===== config.mk =====
export PLATFORM = sky130hd
export DESIGN_NAME = dp_ram_fifo_ctrl
export DESIGN_NICKNAME = d
export VERILOG_FILES = /design/src/rtl/dp_ram_fifo_ctrl_pkg.sv /design/src/rtl/dp_ram_fifo_ctrl_out_buf.sv /design/src/rtl/dp_ram_fifo_ctrl.sv
export SDC_FILE = /design/constraint.sdc
export NUM_CORES = 1
export LEC_CHECK = 0
export ABC_AREA = 0
export BUFFER_PORTS_ARGS = -buffer_cell sky130_fd_sc_hd__buf_2
export CAP_MARGIN = 20
export CORE_UTILIZATION = 50
export DETAILED_ROUTE_END_ITERATION = 16
export GPL_TIMING_DRIVEN = 0
export PLACE_DENSITY = 0.76
export SYNTH_ARGS = -nofsm -noshare
export SYNTH_HDL_FRONTEND = slang
export SYNTH_SLANG_ARGS = --single-unit

===== constraint.sdc =====
create_clock -name clk -period 3.1 [get_ports clk]
set_input_delay 0.155 -clock clk [delete_from_list [all_inputs] [get_ports clk]]
set_output_delay 0.155 -clock clk [all_outputs]
set_load 0.05 [all_outputs]

===== src/rtl/dp_ram_fifo_ctrl_pkg.sv =====
// Shared sizing helpers for the dual-port-RAM FIFO controller.
// Depth, total capacity and count width all derive from the RAM address width.
package dp_ram_fifo_ctrl_pkg;

    function automatic int fifo_depth(input int addr_width);
        return 1 << addr_width;
    endfunction

    // The output buffer adds two words on top of the RAM.
    function automatic int fifo_capacity(input int addr_width);
        return fifo_depth(addr_width) + 2;
    endfunction

    function automatic int count_width(input int addr_width);
        return addr_width + 2;
    endfunction

endpackage


===== src/rtl/dp_ram_fifo_ctrl_out_buf.sv =====
// Two-entry first-word-fall-through buffer that sits behind the RAM read port.
// The head entry drives data directly, so data is stable while valid is held.
module fifo_out_buf
    import dp_ram_fifo_ctrl_pkg::*;
#(
    parameter int DATA_WIDTH = 8
) (
    input  logic                  clk,
    input  logic                  rst_n,
    input  logic                  clr,
    input  logic                  wr_en,
    input  logic [DATA_WIDTH-1:0] wr_data,
    input  logic                  pop,
    output logic                  valid,
    output logic [DATA_WIDTH-1:0] data,
    output logic [1:0]            cnt
);

    logic [DATA_WIDTH-1:0] head;
    logic [DATA_WIDTH-1:0] tail;
    logic [1:0]            n;

    // NOTE: sequential state uses non-blocking assignments so every register
    // samples pre-edge values, independent of statement order.
    // NOTE: the two data entries are reset because the head is visible on m_data.
    always_ff @(posedge clk or negedge rst_n) begin
        if (!rst_n) begin
            head <= '0;
            tail <= '0;
            n    <= 2'd0;
        end else if (clr) begin
            n <= 2'd0;
        end else begin
            case ({wr_en, pop})
                2'b10: begin
                    if (n == 2'd0) head <= wr_data;
                    else           tail <= wr_data;
                    n <= n + 2'd1;
                end
                2'b01: begin
                    head <= tail;
                    n    <= n - 2'd1;
                end
                2'b11: begin
                    // Count is unchanged; the new word lands behind whatever remains.
                    if (n == 2'd1) begin
                        head <= wr_data;
                    end else begin
                        head <= tail;
                        tail <= wr_data;
                    end
                end
                default: ;
            endcase
        end
    end

    assign valid = (n != 2'd0);
    assign data  = head;
    assign cnt   = n;

endmodule


===== src/rtl/dp_ram_fifo_ctrl.sv =====
// Single-clock FIFO controller driving an external dual-port RAM (A = write, B = read).
// Holds the pointers and read-issue logic; a 2-entry buffer hides the RAM read latency.
module dp_ram_fifo_ctrl
    import dp_ram_fifo_ctrl_pkg::*;
#(
    parameter int DATA_WIDTH = 8,
    parameter int ADDR_WIDTH = 5
) (
    input  logic                  clk,
    input  logic                  rst_n,
    input  logic                  clr,
    input  logic                  s_valid,
    output logic                  s_ready,
    input  logic [DATA_WIDTH-1:0] s_data,
    output logic                  m_valid,
    input  logic                  m_ready,
    output logic [DATA_WIDTH-1:0] m_data,
    output logic [ADDR_WIDTH+1:0] count,
    output logic                  ram_wren,
    output logic [ADDR_WIDTH-1:0] ram_waddr,
    output logic [DATA_WIDTH-1:0] ram_wdata,
    output logic                  ram_rden,
    output logic [ADDR_WIDTH-1:0] ram_raddr,
    input  logic [DATA_WIDTH-1:0] ram_rdata
);

    localparam logic [ADDR_WIDTH:0] DEPTH = (ADDR_WIDTH+1)'(fifo_depth(ADDR_WIDTH));
    localparam logic [ADDR_WIDTH:0] PTR_ONE = (ADDR_WIDTH+1)'(1);

    logic [ADDR_WIDTH:0] wptr;
    logic [ADDR_WIDTH:0] rptr;
    logic [ADDR_WIDTH:0] ram_cnt;
    logic                ram_full;
    logic                ram_empty;
    logic                pend;
    logic                accept;
    logic                pop;
    logic [1:0]          buf_cnt;

    // Occupancy comes from the modular pointer difference, which stays correct across wrap.
    assign ram_cnt   = wptr - rptr;
    assign ram_full  = (ram_cnt == DEPTH);
    assign ram_empty = (ram_cnt == '0);

    assign s_ready = !ram_full;
    assign accept  = s_valid && s_ready;
    assign pop     = m_valid && m_ready;

    assign ram_wren  = accept;
    assign ram_waddr = wptr[ADDR_WIDTH-1:0];
    assign ram_wdata = s_data;

    // Issue only if the buffer has room for this word after any in-flight read lands.
    assign ram_rden  = !ram_empty &&
                       (({1'b0, buf_cnt} + {2'b00, pend}) < (3'd2 + {2'b00, pop}));
    assign ram_raddr = rptr[ADDR_WIDTH-1:0];

    always_ff @(posedge clk or negedge rst_n) begin
        if (!rst_n) begin
            wptr <= '0;
            rptr <= '0;
            pend <= 1'b0;
        end else if (clr) begin
            wptr <= '0;
            rptr <= '0;
            pend <= 1'b0;
        end else begin
            if (accept)   wptr <= wptr + PTR_ONE;
            if (ram_rden) rptr <= rptr + PTR_ONE;
            pend <= ram_rden;
        end
    end

    fifo_out_buf #(
        .DATA_WIDTH (DATA_WIDTH)
    ) u_out_buf (
        .clk     (clk),
        .rst_n   (rst_n),
        .clr     (clr),
        .wr_en   (pend && !clr),
        .wr_data (ram_rdata),
        .pop     (pop),
        .valid   (m_valid),
        .data    (m_data),
        .cnt     (buf_cnt)
    );

    assign count = {1'b0, ram_cnt} + {{(ADDR_WIDTH+1){1'b0}}, pend} + {{ADDR_WIDTH{1'b0}}, buf_cnt};

endmodule


==> run metrics <==
routed length per placed instance 12.5 um; crit-path cells inv_1, ha_1, inv_1, fa_1, a21o_1, a21oi_2, xnor2_2, and4b_1, buf_6, nor3_4, buf_6; Max-Cap Viols 0; Worst-Margin Slew 0.692 ns; crit end category primary output; CTS tree done; crit path kind register to primary output; sequential share of the synthesized area about 37%; normalized max-slew margin 53.9%; Area Growth Syn to Fin 21.4%; CTS Sinks 31; Tot GR Track Use 19.9%; FP Rows 23; Initial Util a little over half; Yosys reg bits 31; final instance area 2560 um^2; initial antenna violation count 0; Hold Path Class input port to register; DIE AREA 4470 um^2; startpoint types register; ys async rst share 100%; Root Buffer clkbuf_8; final HPWL from detailed placement 3030 um; Core Area between 4000 and 5000 um^2; Final min period 2.97 ns; vias per cell 5.20; Routed WL 4130 um; Largest stage delay, worst path 0.45 ns; total vias in the final route 1717; # H-tree levels 2; WP data required 2.94 ns; cts bufs inserted 5; routability cong. 0.742; DR pass1 iterations 4; Mapped Nets about 260; critical path's slowest cell dfrtp_2; fin crit share 95.9%; CTS Buffer Depth 2; Avg Cell Area, Syn 9.53 um^2; port bufs 48; Filler cells 362; Post-synth EDFFs 0; iteration-0 DRC count of the detailed router 39; clock latency on the worst-skew pair 0.28 ns; Final nets 315; Cell Area, Placed approximately 2400 um^2; # setup viols final 0; Arr. time, crit path 2.82 ns; dominant synthesized flop cell dfrtp_1; placed cells approximately 320; diode count 0; post-route ant nets 0; first-pass GRT wire length 6670 um; yosys warns 0; Fin. Hold Viols 0; Sum Neg Setup Slack 0 ns; Fmax around 340 MHz; Die Y 66.9 um; synthesized cell area about 2100 um^2; Die X around 67 um; share of layout cells above drive strength 1 34.3%; vias in the first global route 1507; grt ovf 0; largest net degree at the start of global routing 32; post-route insts no fill 330; drc violations 0; post-synthesis cell type count 44; clk slew on worst S/H paths roughly 0.060 ns; crit path max fanout 10; Post-Synthesis Cells 221; Max Clock Skew between 0.006 and 0.007 ns; outcome finished clean; final slew viol count 0; # IOs 58
==> registers in the layout (all words and copies together) (netlist names) <==
| signal | cells |
|---|---|
| u_out_buf.data | 8 |
| rptr | 6 |
| pend | 1 |
| wptr | 6 |
| u_out_buf.tail | 8 |
| u_out_buf.cnt | 2 |
==> synth_stat cells, types with 2 or more instances <==
library cell   n  area (um^2)
clkbuf_1       4         15.0
nor2_1        19         71.3
nand2_1       15         56.3
xor2_1         3         26.3
inv_1         16         60.1
or4_1          2         15.0
mux2_2        10          113
o21ai_0        6         30.0
mux2i_1       11          110
ha_1          12          150
nor2b_1        2         12.5
nor3_1         3         15.0
dfrtp_1       31          776
a21oi_1       21          105
nor4_1         2         12.5
nand4_1        3         18.8
xnor2_1        5         43.8
nand3_1        6         30.0
or3_1          5         31.3
o31ai_1        2         15.0
buf_4         18          135
fa_1           3         60.1
==> routing by layer <==
layer | GRT usage, % | vias up | wire (um)
li1 | - | 870 | -
met1 | 26.3 | 798 | 1950
met2 | 31.4 | 40 | 1930
met3 | 4.79 | 9 | 187
met4 | 7.45 | 0 | 70
met5 | 0 | - | 0
==> what timing repair did <==
action	in CTS	in global routing
hold endpoints to repair	31	0
buffers inserted	0	2
cloned	0	0
hold buffers	1	0
resized for setup	4	3
endpoints found under the setup margin	3	6
pin swaps	0	2
==> layout by cell type, fill, tap and decap left out, types with 6 or more instances in the layout <==
cell | Yosys | final
a21oi_1 | 21 | 20
buf_2 | 1 | 48
buf_4 | 18 | 20
clkbuf_1 | 4 | 6
dfrtp_1 | 31 | 30
ha_1 | 12 | 12
inv_1 | 16 | 16
mux2_2 | 10 | 10
mux2i_1 | 11 | 11
nand2_1 | 15 | 15
nand3_1 | 6 | 6
nor2_1 | 19 | 19
o21ai_0 | 6 | 6
==> critical path: cells and delay by family (launching register included) <==
| family | cells | cell delay, ns |
|---|---|---|
| fa+ha+maj | 2 | 0.59 |
| simple gates | 2 | 0.46 |
| compound gates | 2 | 0.38 |
| buf+inv | 4 | 0.49 |
| xor+xnor | 1 | 0.17 |
| flops | 1 | 0.45 |
==> through the flow <==
stage	worst slack (ns)	hold WS, ns	utilization (%)
final	0.127	0.121	63.5
after global routing	-0.00984	0.126	63.5
after CTS	-0.00668	0.112	62.8
after detailed placement	0.158	0.242	59.9
after global placement	0.179	0.244	59.9
after floorplan	0.0961	-0.141	-
==> cell families after synthesis <==
family	Yosys count	share of synthesized area (%)
fa+ha+maj	15	9.98
xor+xnor	10	4.87
buf+inv	40	10.8
simple gates	66	15.9
compound gates	38	11.1
mux	21	10.6
flops	31	36.8
==> worst paths after layout <==
path / slack [ns] / startpoint / cells after the start / to
setup reg to reg: 0.13 / wptr[0] / 11 / rptr[4]
max in group asynchronous: 2.16 / rst_n / 2 / wptr[0]
hold / removal: 0.12 / ram_rdata[7] / 2 / u_out_buf.tail[7]
min in group asynchronous: 0.46 / rst_n / 2 / u_out_buf.cnt[1]
hold reg to reg: 0.50 / u_out_buf.tail[7] / 1 / u_out_buf.tail[7]
setup / recovery: 0.13 / wptr[0] / 11 / ram_rden
==> area by class of cell <==
| type | instances | area (um^2) | share of cell area [%] |
|---|---|---|---|
| Buffer | 24 | 166 | 6.51 |
| Clock inverter | 1 | 5.00 | 0.196 |
| Clock buffer | 7 | 76.3 | 2.98 |
| Sequential cell | 31 | 777 | 30.4 |
| Multi-Input combinational cell | 150 | 1140 | 44.5 |
| Timing Repair Buffer | 51 | 272 | 10.6 |
| Inverter | 16 | 60.1 | 2.35 |
| Tap cell | 50 | 62.6 | 2.45 |
Power is not shown: default switching activity piles up to over one toggle a cycle in this logic, so the estimate is an artifact.
